$ cat config.mk
export PLATFORM = sky130hd
export DESIGN_NAME = sntc_ldpc_iter_ctrl
export DESIGN_NICKNAME = d
export VERILOG_FILES = /design/src/rtl/sntc_ldpc_iter_ctrl.sv
export SDC_FILE = /design/constraint.sdc
export NUM_CORES = 1
export LEC_CHECK = 0
export CAP_MARGIN = 30
export CORE_MARGIN = 8
export CORE_UTILIZATION = 28
export DETAILED_ROUTE_END_ITERATION = 12
export GPL_TIMING_DRIVEN = 0
export PLACE_DENSITY_LB_ADDON = 0.15
export SLEW_MARGIN = 20
export SYNTH_ARGS = -nofsm -noshare
export SYNTH_HDL_FRONTEND = slang
export SYNTH_SLANG_ARGS = --single-unit
$ cat constraint.sdc
create_clock -name clk -period 5.3 [get_ports clk]
set_clock_uncertainty 0.1 [all_clocks]
set_input_delay 1.06 -clock clk [delete_from_list [all_inputs] [get_ports clk]]
set_output_delay 1.06 -clock clk [all_outputs]
set_load 0.02 [all_outputs]
$ cat src/rtl/sntc_ldpc_iter_ctrl.sv
// sntc_ldpc_iter_ctrl
// Iteration/termination controller for the LDPC decoder core. Accepts a
// frame, pulses load/iterate to the core, tracks the best syndrome weight
// and a stall count, and terminates on convergence, iteration budget or
// stall. A status record is held until the consumer takes it, and
// saturating pass/fail frame counters are kept.
module sntc_ldpc_iter_ctrl #(
    parameter int SW_W    = 32,
    parameter int ITER_W  = 8,
    parameter int STALL_W = 4,
    parameter int CNT_W   = 32
) (
    input  logic               clk,
    input  logic               rstn,
    input  logic               clr,
    input  logic               in_valid,
    output logic               in_ready,
    input  logic [ITER_W-1:0]  max_iter,
    input  logic [STALL_W-1:0] stall_limit,
    output logic               load_frame,
    output logic               start_iter,
    input  logic               iter_done,
    input  logic [SW_W-1:0]    syn_weight,
    output logic               out_valid,
    input  logic               out_ready,
    output logic [1:0]         out_status,
    output logic [ITER_W-1:0]  out_iters,
    output logic [SW_W-1:0]    out_best_wt,
    output logic [CNT_W-1:0]   frames_ok,
    output logic [CNT_W-1:0]   frames_fail
);

    localparam logic [2:0] S_IDLE = 3'd0;
    localparam logic [2:0] S_LOAD = 3'd1;
    localparam logic [2:0] S_ITER = 3'd2;
    localparam logic [2:0] S_WAIT = 3'd3;
    localparam logic [2:0] S_DONE = 3'd4;

    localparam logic [1:0] ST_NONE  = 2'b00;
    localparam logic [1:0] ST_CONV  = 2'b01;
    localparam logic [1:0] ST_MAX   = 2'b10;
    localparam logic [1:0] ST_STALL = 2'b11;

    localparam logic [SW_W-1:0]    SW_ONES    = {SW_W{1'b1}};
    localparam logic [SW_W-1:0]    SW_ZERO    = {SW_W{1'b0}};
    localparam logic [STALL_W-1:0] STALL_ONES = {STALL_W{1'b1}};
    localparam logic [STALL_W-1:0] STALL_ZERO = {STALL_W{1'b0}};
    localparam logic [STALL_W-1:0] STALL_ONE  = {{(STALL_W-1){1'b0}}, 1'b1};
    localparam logic [ITER_W-1:0]  ITER_ZERO  = {ITER_W{1'b0}};
    localparam logic [ITER_W:0]    N_ONE      = {{ITER_W{1'b0}}, 1'b1};
    localparam logic [CNT_W-1:0]   CNT_ONES   = {CNT_W{1'b1}};
    localparam logic [CNT_W-1:0]   CNT_ZERO   = {CNT_W{1'b0}};
    localparam logic [CNT_W-1:0]   CNT_ONE    = {{(CNT_W-1){1'b0}}, 1'b1};

    logic [2:0]         r_state;
    logic [ITER_W-1:0]  r_max_iter;
    logic [STALL_W-1:0] r_stall_limit;
    logic [ITER_W-1:0]  r_iter_cnt;
    logic [SW_W-1:0]    r_best;
    logic [STALL_W-1:0] r_stall;
    logic               r_in_ready, r_load, r_start, r_out_valid;
    logic [1:0]         r_status;
    logic [ITER_W-1:0]  r_iters;
    logic [SW_W-1:0]    r_best_out;
    logic [CNT_W-1:0]   r_ok, r_fail;

    logic [2:0]         w_state_nxt;
    logic [ITER_W:0]    w_n, w_max_eff;
    logic               w_better;
    logic [SW_W-1:0]    w_best_nxt;
    logic [STALL_W-1:0] w_stall_nxt;
    logic [1:0]         w_term;
    logic               w_accept, w_wait_done;

    assign w_accept    = (r_state == S_IDLE) && r_in_ready && in_valid;
    assign w_wait_done = (r_state == S_WAIT) && iter_done;

    // Per-iteration progress tracking and termination decision
    always_comb begin
        w_n = {1'b0, r_iter_cnt} + N_ONE;
        if (r_max_iter == ITER_ZERO) begin
            w_max_eff = N_ONE;
        end else begin
            w_max_eff = {1'b0, r_max_iter};
        end
        w_better = (syn_weight < r_best);
        if (w_better) begin
            w_best_nxt  = syn_weight;
            w_stall_nxt = STALL_ZERO;
        end else begin
            w_best_nxt = r_best;
            if (r_stall == STALL_ONES) begin
                w_stall_nxt = r_stall;
            end else begin
                w_stall_nxt = r_stall + STALL_ONE;
            end
        end
        if (syn_weight == SW_ZERO) begin
            w_term = ST_CONV;
        end else if (w_n >= w_max_eff) begin
            w_term = ST_MAX;
        end else if ((r_stall_limit != STALL_ZERO) && (w_stall_nxt >= r_stall_limit)) begin
            w_term = ST_STALL;
        end else begin
            w_term = ST_NONE;
        end
    end

    // Next-state selection for the frame sequencer
    always_comb begin
        w_state_nxt = r_state;
        case (r_state)
            S_IDLE: begin
                if (w_accept) w_state_nxt = S_LOAD;
                else          w_state_nxt = S_IDLE;
            end
            S_LOAD: w_state_nxt = S_ITER;
            S_ITER: w_state_nxt = S_WAIT;
            S_WAIT: begin
                if (!iter_done)            w_state_nxt = S_WAIT;
                else if (w_term == ST_NONE) w_state_nxt = S_ITER;
                else                       w_state_nxt = S_DONE;
            end
            S_DONE: begin
                if (out_ready) w_state_nxt = S_IDLE;
                else           w_state_nxt = S_DONE;
            end
            default: w_state_nxt = S_IDLE;
        endcase
    end

    // State register and handshake/pulse outputs decoded from the next state
    always_ff @(posedge clk or negedge rstn) begin
        if (!rstn) begin
            r_state     <= S_IDLE;
            r_in_ready  <= 1'b0;
            r_load      <= 1'b0;
            r_start     <= 1'b0;
            r_out_valid <= 1'b0;
        end else if (clr) begin
            r_state     <= S_IDLE;
            r_in_ready  <= 1'b0;
            r_load      <= 1'b0;
            r_start     <= 1'b0;
            r_out_valid <= 1'b0;
        end else begin
            r_state     <= w_state_nxt;
            r_in_ready  <= (w_state_nxt == S_IDLE);
            r_load      <= (w_state_nxt == S_LOAD);
            r_start     <= (w_state_nxt == S_ITER);
            r_out_valid <= (w_state_nxt == S_DONE);
        end
    end

    // Frame context: limits captured at accept, progress updated per iteration
    always_ff @(posedge clk or negedge rstn) begin
        if (!rstn) begin
            r_max_iter    <= ITER_ZERO;
            r_stall_limit <= STALL_ZERO;
            r_iter_cnt    <= ITER_ZERO;
            r_best        <= SW_ONES;
            r_stall       <= STALL_ZERO;
        end else if (clr) begin
            r_max_iter    <= ITER_ZERO;
            r_stall_limit <= STALL_ZERO;
            r_iter_cnt    <= ITER_ZERO;
            r_best        <= SW_ONES;
            r_stall       <= STALL_ZERO;
        end else if (w_accept) begin
            r_max_iter    <= max_iter;
            r_stall_limit <= stall_limit;
            r_iter_cnt    <= ITER_ZERO;
            r_best        <= SW_ONES;
            r_stall       <= STALL_ZERO;
        end else if (w_wait_done) begin
            r_iter_cnt    <= w_n[ITER_W-1:0];
            r_best        <= w_best_nxt;
            r_stall       <= w_stall_nxt;
        end
    end

    // Status record captured on the terminating iteration, held through DONE
    always_ff @(posedge clk or negedge rstn) begin
        if (!rstn) begin
            r_status   <= ST_NONE;
            r_iters    <= ITER_ZERO;
            r_best_out <= SW_ZERO;
        end else if (clr) begin
            r_status   <= ST_NONE;
            r_iters    <= ITER_ZERO;
            r_best_out <= SW_ZERO;
        end else if (w_wait_done && (w_term != ST_NONE)) begin
            r_status   <= w_term;
            r_iters    <= w_n[ITER_W-1:0];
            r_best_out <= w_best_nxt;
        end
    end

    // Saturating frame counters, bumped once as DONE is entered
    always_ff @(posedge clk or negedge rstn) begin
        if (!rstn) begin
            r_ok   <= CNT_ZERO;
            r_fail <= CNT_ZERO;
        end else if (clr) begin
            r_ok   <= CNT_ZERO;
            r_fail <= CNT_ZERO;
        end else if (w_wait_done && (w_term == ST_CONV)) begin
            if (r_ok != CNT_ONES) r_ok <= r_ok + CNT_ONE;
        end else if (w_wait_done && (w_term != ST_NONE)) begin
            if (r_fail != CNT_ONES) r_fail <= r_fail + CNT_ONE;
        end
    end

    assign in_ready    = r_in_ready;
    assign load_frame  = r_load;
    assign start_iter  = r_start;
    assign out_valid   = r_out_valid;
    assign out_status  = r_status;
    assign out_iters   = r_iters;
    assign out_best_wt = r_best_out;
    assign frames_ok   = r_ok;
    assign frames_fail = r_fail;

endmodule

-- Yosys cells after proc, flatten, opt, wreduce, memory -nomap -nowiden
Cells that the tools add are included.
- register bits: 169
- bits of input ports: 50
- output and inout bits: 110
- logic and storage cells: 98
- add/subtract/negate cells: 4
- $lt $le $gt $ge: 3
- eq/ne operators: 12
- muxes and demuxes: 43
- reductions and logical operators: 21
- operators by type and width (cell ; number):
    32-bit two-way mux ; 13
    32-bit by 1-bit adder with 32-bit output, second input constant ; 2
    8-bit two-way mux ; 8
    32-bit inequality test, second input constant ; 2
    32-bit zero test ; 1
    32-bit < comparator ; 1
    4-bit two-way mux ; 7
    3-bit one-hot mux with 5 select lines ; 1
    3-bit two-way mux ; 4
    2-bit nonzero test ; 6
    2-bit two-way mux ; 5
    8-bit by 1-bit adder with 9-bit output, second input constant ; 1
    3-bit by 2-bit equality test with 1-bit output, second input constant ; 3
    9-bit >= comparator ; 1
    8-bit zero test ; 1
    3-bit by 1-bit equality test with 1-bit output, second input constant ; 2
    3-bit equality test, second input constant ; 2
    1-bit logical AND ; 6
    3-bit zero test ; 2
    1-bit two-way mux ; 5
    4-bit by 1-bit adder with 4-bit output, second input constant ; 1
    4-bit equality test, second input constant ; 1
    4-bit >= comparator ; 1
    4-bit nonzero test ; 1
    6 further kinds ; 6

-- Longest topological paths before layout
Gate-level depths: netlist of the first run.
- depth in word-level cells: 14
- depth in mapped cells: 20
- mapped depth without buffers: 17

-- Worst setup path before layout of the first run
No wires, ideal clock.
- kind: input to register
- start point: in syn_weight[21]
- end point: reg r_fail[8], in the netlist frames_fail[8]
- arrival time: 4.467 ns
- slack: 0.608 ns
- cell stages on the path: 17
- buffers on the path: 2
- cells stage by stage: ha_1 > nand4_1 > nor4_1 > o21ai_0 > o22ai_1 > nor2_4 > buf_2 > a21oi_1 > ha_1 > o21ai_0 > a21oi_1 > o31ai_1 > and2_1 > buf_2 > nor3_4 > nand3_1 > mux2_2
- longest elaborated chain between the ends: 11
- elaborated cells between the ends (all ways): 15
- RTL lines (what ; RTL line ; RTL):
    from (decl) ; 23 ; input logic [SW_W-1:0] syn_weight,
    32-bit < comparator ; 86 ; w_better = (syn_weight < r_best);
    4-bit two-way mux ; 87 ; if (w_better) begin
    4-bit >= comparator ; 102 ; end else if ((r_stall_limit != STALL_ZERO) && (w_stall_nxt >= r_stall_limit)) begin
    1-bit logical AND ; 102 ;
    2-bit two-way mux ; 102 ;
    2-bit two-way mux ; 100 ; end else if (w_n >= w_max_eff) begin
    2-bit two-way mux * ; 98 ; if (syn_weight == SW_ZERO) begin
    2-bit by 1-bit equality test with 1-bit output / 2-bit nonzero test (equally long branches) ; 207, 209 ;
    1-bit logical AND, on equally long branches ; 207, 209 ;
    2-bit inequality test (no source line) / 2-bit nonzero test (equally long branches) ; -- ;
    3-bit AND reduction (no source line) * ; -- ;
    to (signal assigned) ; 210 ; if (r_fail != CNT_ONES) r_fail <= r_fail + CNT_ONE;
    to (decl) ; 65 ; logic [CNT_W-1:0] r_ok, r_fail;
Mark *: on every way between the ends. The rest lies on a longest branch, timed or not.
A chain may end at the register's enable or synchronous reset.

-- Final worst setup path of the first run
- start point: in syn_weight[28]
- end point: reg r_fail[8], in the netlist frames_fail[8]
The elaborated chain is that of the path after synthesis.

==> flow_metrics.py, run 1 <==
metrics = {
    "floorplan": {
        "core_mm2": 0.03262,
        "num_rows": 66,
        "die_w_um": 198.1,
        "dieArea_mm2": 0.03923,
        "initial_utilization": 0.2846,
        "ioPinCount": 160,
        "dieHeight_um": 198.1,
    },
    "place": {
        "place_hpwl_um": 21210,
        "portBuffers": 159,
        "gp_congestion": 0.7938,
        "dp.cells": 1580,
        "preCtsSetupSlack_ns": -0.9595,
    },
    "sta": {
        "slew_headroom": 0.3776,
        "post-route-min-period_ns": 4.999,
        "hold_ws_ns": 0.4028,
        "setup_violations": 0,
        "fin_setup_tns_ns": 0,
        "worst_pin_slew_ns": 0.9250,
        "drv_slew": 0,
        "hold_violations": 0,
        "fmax_ghz": 0.2000,
        "postLayoutSetupSlackWorst_ns": 0.3012,
        "period_share": 0.9432,
    },
    "yosys": {
        "async_reset_ff_frac": 1.000,
        "synth_top_area_frac": 0.3693,
        "synth_top_cell_by_area": "dfrtp_1",
        "yosysUniqueCellTypes": 57,
        "ys_seq_area_frac": 0.4599,
        "synthCells": 977,
        "yosysMostFrequentCell": "dfrtp_1",
        "synth_common_cells": "dfrtp_1 (137), nor2_1 (122), nand2_1 (89), inv_1 (57), ha_1 (47)",
        "ys.flop_type": "dfrtp_1",
        "ys_seq_elements": 169,
        "yosysWarnings": 0,
        "synth_edf_count": 0,
        "synth_area_leaders": "dfrtp_1 (37%), dfstp_2 (9.1%), ha_1 (6.3%), nor2_1 (4.9%), mux2i_1 (4.5%)",
        "syn_area_per_cell_um2": 9.501,
        "netlist_area_mm2": 0.009283,
        "synth_fp_nets": 1074,
    },
    "worst_setup_path": {
        "endpoint_kind": "flop",
        "crit_type": "input port to flop",
        "critical_path.max_fanout": 10,
        "critPathLaunchType": "input port",
        "critPathArrivalTime_ns": 5.22,
        "cp.required_ns": 5.52,
    },
    "clock_tree": {
        "cts-root-buf": "clkbuf_16",
        "clkTransAtPathRegs_ns": 0.08,
        "clk_path_buf_depth": 2,
        "cts_tree": "built",
        "cts_inserted_buffers": 17,
        "cts.sinks": 169,
        "clkLatencyLatePin_ns": 0.43,
        "htreeDepth": 4,
        "hold_buffers": 0,
    },
    "route": {
        "vias": 7736,
        "firstDrtPassIters": 5,
        "drc_errors": 0,
        "avgViaCountPerCell": 4.787,
        "wl_um": 28080,
        "drtIter0Drc": 445,
        "post_drt_wl_per_cell_um": 17.38,
        "antenna_left": 0,
    },
    "global_route": {
        "grt_pass1_vias": 7831,
        "grt_usage": 0.1457,
        "grt_max_degree": 89,
        "grt_pass1_wl_um": 45240,
        "antenna_found_initial": 0,
        "grt-ovfl-total": 0,
    },
    "hold_path": {
        "min_path_type": "flop to flop",
    },
    "status": {
        "outcome": "finished clean",
    },
    "pwr": {
        "power_density_mw_per_mm2": 240.4,
        "cellLeakagePower_nw": 5.154,
        "ir_drop_mv": 0.2051,
    },
    "layout": {
        "syn2layout_area_growth_pct": 31.06,
        "final_util": 0.3730,
        "drive_gt1_frac": 0.09881,
        "antennaDiodeCount": 0,
        "nets": 1258,
        "fin_cells": 1616,
    },
    "run": {
        "maxCapViolCount": 0,
    },
}
sequential cells by signal, indices dropped and copies added, names as in the netlist:
register and cells:
frames_fail 32, frames_ok 32, in_ready 1, load_frame 1, out_best_wt 32, out_iters 8
out_status 2, out_valid 1, r_best 32, r_iter_cnt 8, r_max_iter 8, r_stall 4
r_stall_limit 4, r_state 3, start_iter 1
cell usage in the layout, fill, tap and decap left out, types with 34 or more instances in the layout:
master,Yosys,final
a21oi_1,34,34
inv_1,57,57
ha_1,47,47
dfrtp_1,137,137
nand2_1,89,89
mux2i_1,42,42
clkdlybuf4s50_1,0,158
nor2_1,122,122
xnor2_1,46,46
a211oi_1,39,39
cell families (layout without fill, tap and decap cells):
logic type	after synthesis	in the layout	share of synthesized area
AO/OA/AOI/OAI	180	180	0.1316
XOR/XNOR	53	53	0.05001
adder cells (fa/ha/maj)	47	47	0.06335
buffers and inverters	104	301	0.04677
flip-flops	169	169	0.4599
multiplexers	43	43	0.04650
AND/OR/NAND/NOR	381	381	0.2019
critical path: stages:
cell and delay (ns):
clkdlybuf4s50_1 0.49, ha_1 0.34, nand4_1 0.20, nor4_4 0.34
o21ai_0 0.13, o22ai_2 0.23, nor2_4 0.07, buf_4 0.19
a31oi_1 0.20, o21a_1 0.17, ha_1 0.21, nor2_1 0.05
nor2_1 0.16, o31ai_4 0.13, and2_1 0.21, buf_2 0.22
nor3_4 0.38, nand3_1 0.13, mux2_2 0.28
layout make-up:
type	instances	area [um^2]
buffer	47	222.7
sequential	169	4269
clock buffer	17	425.4
multi-input combinational	704	4654
timing repair buffer	165	1662
tap	442	553.0
fill	3362	20450
clock inverter	15	165.2
inverter	57	214.0
path summary, 6_finish.rpt:
check                               start              to  slack, ns  depth (start not counted)
max                        syn_weight[28]  frames_fail[8]       0.30                         19
min                         r_max_iter[2]   r_max_iter[2]       0.40                          1
max reg2reg                    r_best[21]  frames_fail[8]       0.89                         19
min reg2reg                 r_max_iter[2]   r_max_iter[2]       0.40                          1
max in group asynchronous            rstn       r_best[0]       3.65                          2
min in group asynchronous            rstn  frames_fail[9]       0.51                          1
power by group:
| part | switching (mW) | internal (mW) | total [mW] | leakage, nW |
|---|---|---|---|---|
| Clock | 0.629 | 0.639 | 1.27 | 0.292 |
| Sequential | 0.0159 | 1.31 | 1.33 | 2.24 |
| Combinational | 0.210 | 0.119 | 0.328 | 2.62 |
per-stage QoR:
step,instance area [um^2],power (mW)
6_report,12170,2.924
5_1_grt,12170,3.061
2_1_floorplan,9283,1.514
4_1_cts,12080,2.969
3_3_place_gp,11430,1.676
3_5_place_dp,11470,1.680
layer usage:
metal	share of wire	GRT usage	up-vias
li1	-	-	3868
met1	0.50	0.2073	3705
met2	0.45	0.2248	152
met3	0.046	0.03073	11
met4	0.0064	0.02959	0
met5	0	0	-
what timing repair did:
item                                   in CTS  in global routing
gates resized for setup                     5                  8
endpoints found under the hold margin       0                  0
pin swaps                                   0                  3
buffers inserted                            0                  4
setup endpoints to repair                  90                 75
Note: power is estimated with default switching activity, not from simulation.
==> inputs of run 2 (changes only) <==
--- a/config.mk
+++ b/config.mk
@@ -9,8 +9,9 @@
 export CORE_MARGIN = 8
 export CORE_UTILIZATION = 28
 export DETAILED_ROUTE_END_ITERATION = 12
-export GPL_TIMING_DRIVEN = 0
+export DONT_BUFFER_PORTS = 1
 export PLACE_DENSITY_LB_ADDON = 0.15
+export REMOVE_ABC_BUFFERS = 1
 export SLEW_MARGIN = 20
 export SYNTH_ARGS = -nofsm -noshare
 export SYNTH_HDL_FRONTEND = slang
==> run 2 against run 1 <==
First-iteration DRC count decreased by 29%. Utilization decreased by 5.5 points. Sequential share of layout area up 6.1 points. Non-clock buffer count is 199 lower. Critical endpoint is now r_max_iter[3]. Sequential cell count stayed put. Fmax is 21% higher.
==> flow_metrics.py, run 2 (synthesis results as in run 1) <==
metrics = {
    "worst_setup_path": {
        "endpoint_kind": "flop",
        "crit_type": "input port to flop",
        "path_cells": "ha_1, a21o_1, a211o_1, a21oi_1, o22ai_1, buf_4, o22ai_1, nor2_1, ha_1, o21ai_0, a21oi_1, o31ai_1, buf_4, a31oi_4, nor3_2, nor3_4, a22o_1",
        "r2r_slack_ns": 1.21,
        "max_stage_delay_ns": 0.54,
        "cp.required_ns": 5.57,
        "critical_path.max_fanout": 13,
        "worstRegToRegCells": 18,
        "critPathArrivalTime_ns": 4.40,
        "cp.buffers_inverters": 2,
        "timing.rr.end": "r_max_iter[3]",
        "cp_slowest_cell": "nor3_4",
        "cp_top_family": "compound AO/OA/AOI/OAI gates",
        "critPathLaunchType": "input port",
        "timing.rr.start": "r_best[21]",
    },
    "layout": {
        "final_common_cell": "dfrtp_1",
        "syn2layout_area_growth_pct": 11.66,
        "antennaDiodeCount": 0,
        "nets": 1059,
        "drive_gt1_frac": 0.09641,
        "fin_cells": 1417,
        "final_cell_mix": "dfrtp_1 (137), nor2_1 (122), nand2_1 (89)",
    },
    "route": {
        "firstDrtPassIters": 4,
        "post_drt_wl_per_cell_um": 19.12,
        "wl_um": 27100,
        "avgViaCountPerCell": 4.908,
        "drtIter0Drc": 318,
        "vias": 6954,
        "drc_errors": 0,
        "antenna_left": 0,
    },
    "clock_tree": {
        "cts_tree": "built",
        "cts_setup_buffers": 0,
        "clkTransAtPathRegs_ns": 0.06,
        "cts.sinks": 169,
        "cts_resized": 0,
        "clkLatencyLatePin_ns": 0.44,
        "cts_inserted_buffers": 17,
        "htreeDepth": 4,
        "cts-root-buf": "clkbuf_16",
        "clk_path_buf_depth": 2,
        "hold_buffers": 0,
    },
    "global_route": {
        "grt-ovfl-total": 0,
        "grt_max_degree": 170,
        "antenna_found_initial": 0,
        "grt_pass1_wl_um": 42830,
        "grt_usage": 0.1407,
        "grt_pass1_vias": 6912,
    },
    "floorplan": {
        "initial_utilization": 0.2846,
        "num_rows": 66,
        "core_mm2": 0.03262,
        "dieArea_mm2": 0.03923,
        "die_w_um": 198.1,
        "ioPinCount": 160,
        "dieHeight_um": 198.1,
    },
    "hold_path": {
        "min_path_type": "input port to asynchronous set/reset pin",
    },
    "sta": {
        "hold_violations": 0,
        "worst_pin_slew_ns": 0.8552,
        "fin_setup_tns_ns": 0,
        "period_share": 0.7780,
        "setup_violations": 0,
        "fmax_ghz": 0.2425,
        "rsz0062_at_grt": "false",
        "slew_headroom": 0.4246,
        "hold_ws_ns": 0.2193,
        "drv_slew": 0,
        "post-route-min-period_ns": 4.124,
    },
    "place": {
        "dp.cells": 1384,
        "portBuffers": 0,
        "place_hpwl_um": 18280,
        "gp_congestion": 0.7426,
    },
    "pwr": {
        "power_density_mw_per_mm2": 277.4,
        "ir_drop_mv": 0.2159,
        "cellLeakagePower_nw": 4.485,
    },
    "run": {
        "maxCapViolCount": 0,
    },
    "status": {
        "outcome": "finished clean",
    },
}
[run 2: changes by cell type in the layout (fill, tap and decap cells not counted), moves of 3 or more]
cell	previous run	this run
clkbuf_1	27	2
nor4_1	22	27
clkdlybuf4s50_1	158	0
bufinv_16	0	3
nor4_2	6	2
clkinvlp_4	0	3
buf_2	13	0
clkbuf_8	0	3
inv_8	6	0
[run 2: how the worst max path moves through the flow]
stage                   start  depth (start not counted)               to
2_1_floorplan  syn_weight[14]                         16         in_ready
3_3_place_gp   syn_weight[14]                         17  frames_fail[29]
3_5_place_dp   syn_weight[14]                         17  frames_fail[29]
4_1_cts        syn_weight[14]                         17    r_max_iter[3]
5_1_grt            r_best[28]                         19  frames_fail[29]
6_report       syn_weight[14]                         17    r_max_iter[3]
[run 2: layout make-up]
| cell class | count | area, um^2 |
|---|---|---|
| inverters | 57 | 214.0 |
| multi-input cells | 704 | 4604 |
| clock inverters | 10 | 140.1 |
| fillers | 3409 | 22250 |
| repair buffers | 13 | 110.1 |
| clock buffers | 22 | 474.2 |
| well taps | 442 | 553.0 |
| flip-flops and latches | 169 | 4269 |
[run 2: worst reg2reg max path: stages (launching register included)]
cell     delay (ns)
dfstp_2        0.55
inv_1          0.06
ha_1           0.31
nand4_1        0.14
nor4_1         0.42
o21ai_0        0.13
o22ai_1        0.12
buf_4          0.19
nor2_4         0.05
a21oi_1        0.13
ha_1           0.24
o21ai_0        0.14
a21oi_1        0.06
o31ai_1        0.26
buf_4          0.18
a31oi_4        0.09
nor3_2         0.35
nor3_4         0.17
a22o_1         0.28
[run 2: routing by layer]
metal / share of wire / wire (um) / track usage / up-vias
met5: 0 / 0 / 0 / -
met4: 0.012 / 328 / 0.04342 / 0
met3: 0.047 / 1279 / 0.03820 / 14
met2: 0.46 / 12580 / 0.2205 / 107
met1: 0.48 / 12910 / 0.1865 / 3381
li1: - / - / - / 3452
[run 2: power breakdown]
part,internal [mW],switching [mW]
registers,1.31,0.0240
clock network,0.781,0.562
logic,0.0706,0.125
total,2.16,0.711
[run 2: per-stage QoR]
| step | utilization | worst slack (ns) | total power [mW] | area, um^2 |
|---|---|---|---|---|
| floorplan | - | -1.104 | 1.491 | 9062 |
| global placement | 0.2987 | 0.7204 | 1.560 | 9743 |
| detailed placement | 0.2987 | 0.6936 | 1.560 | 9743 |
| CTS | 0.3175 | 1.149 | 2.941 | 10360 |
| global route | 0.3178 | 0.8092 | 3.008 | 10360 |
| finish | 0.3178 | 1.176 | 2.875 | 10360 |
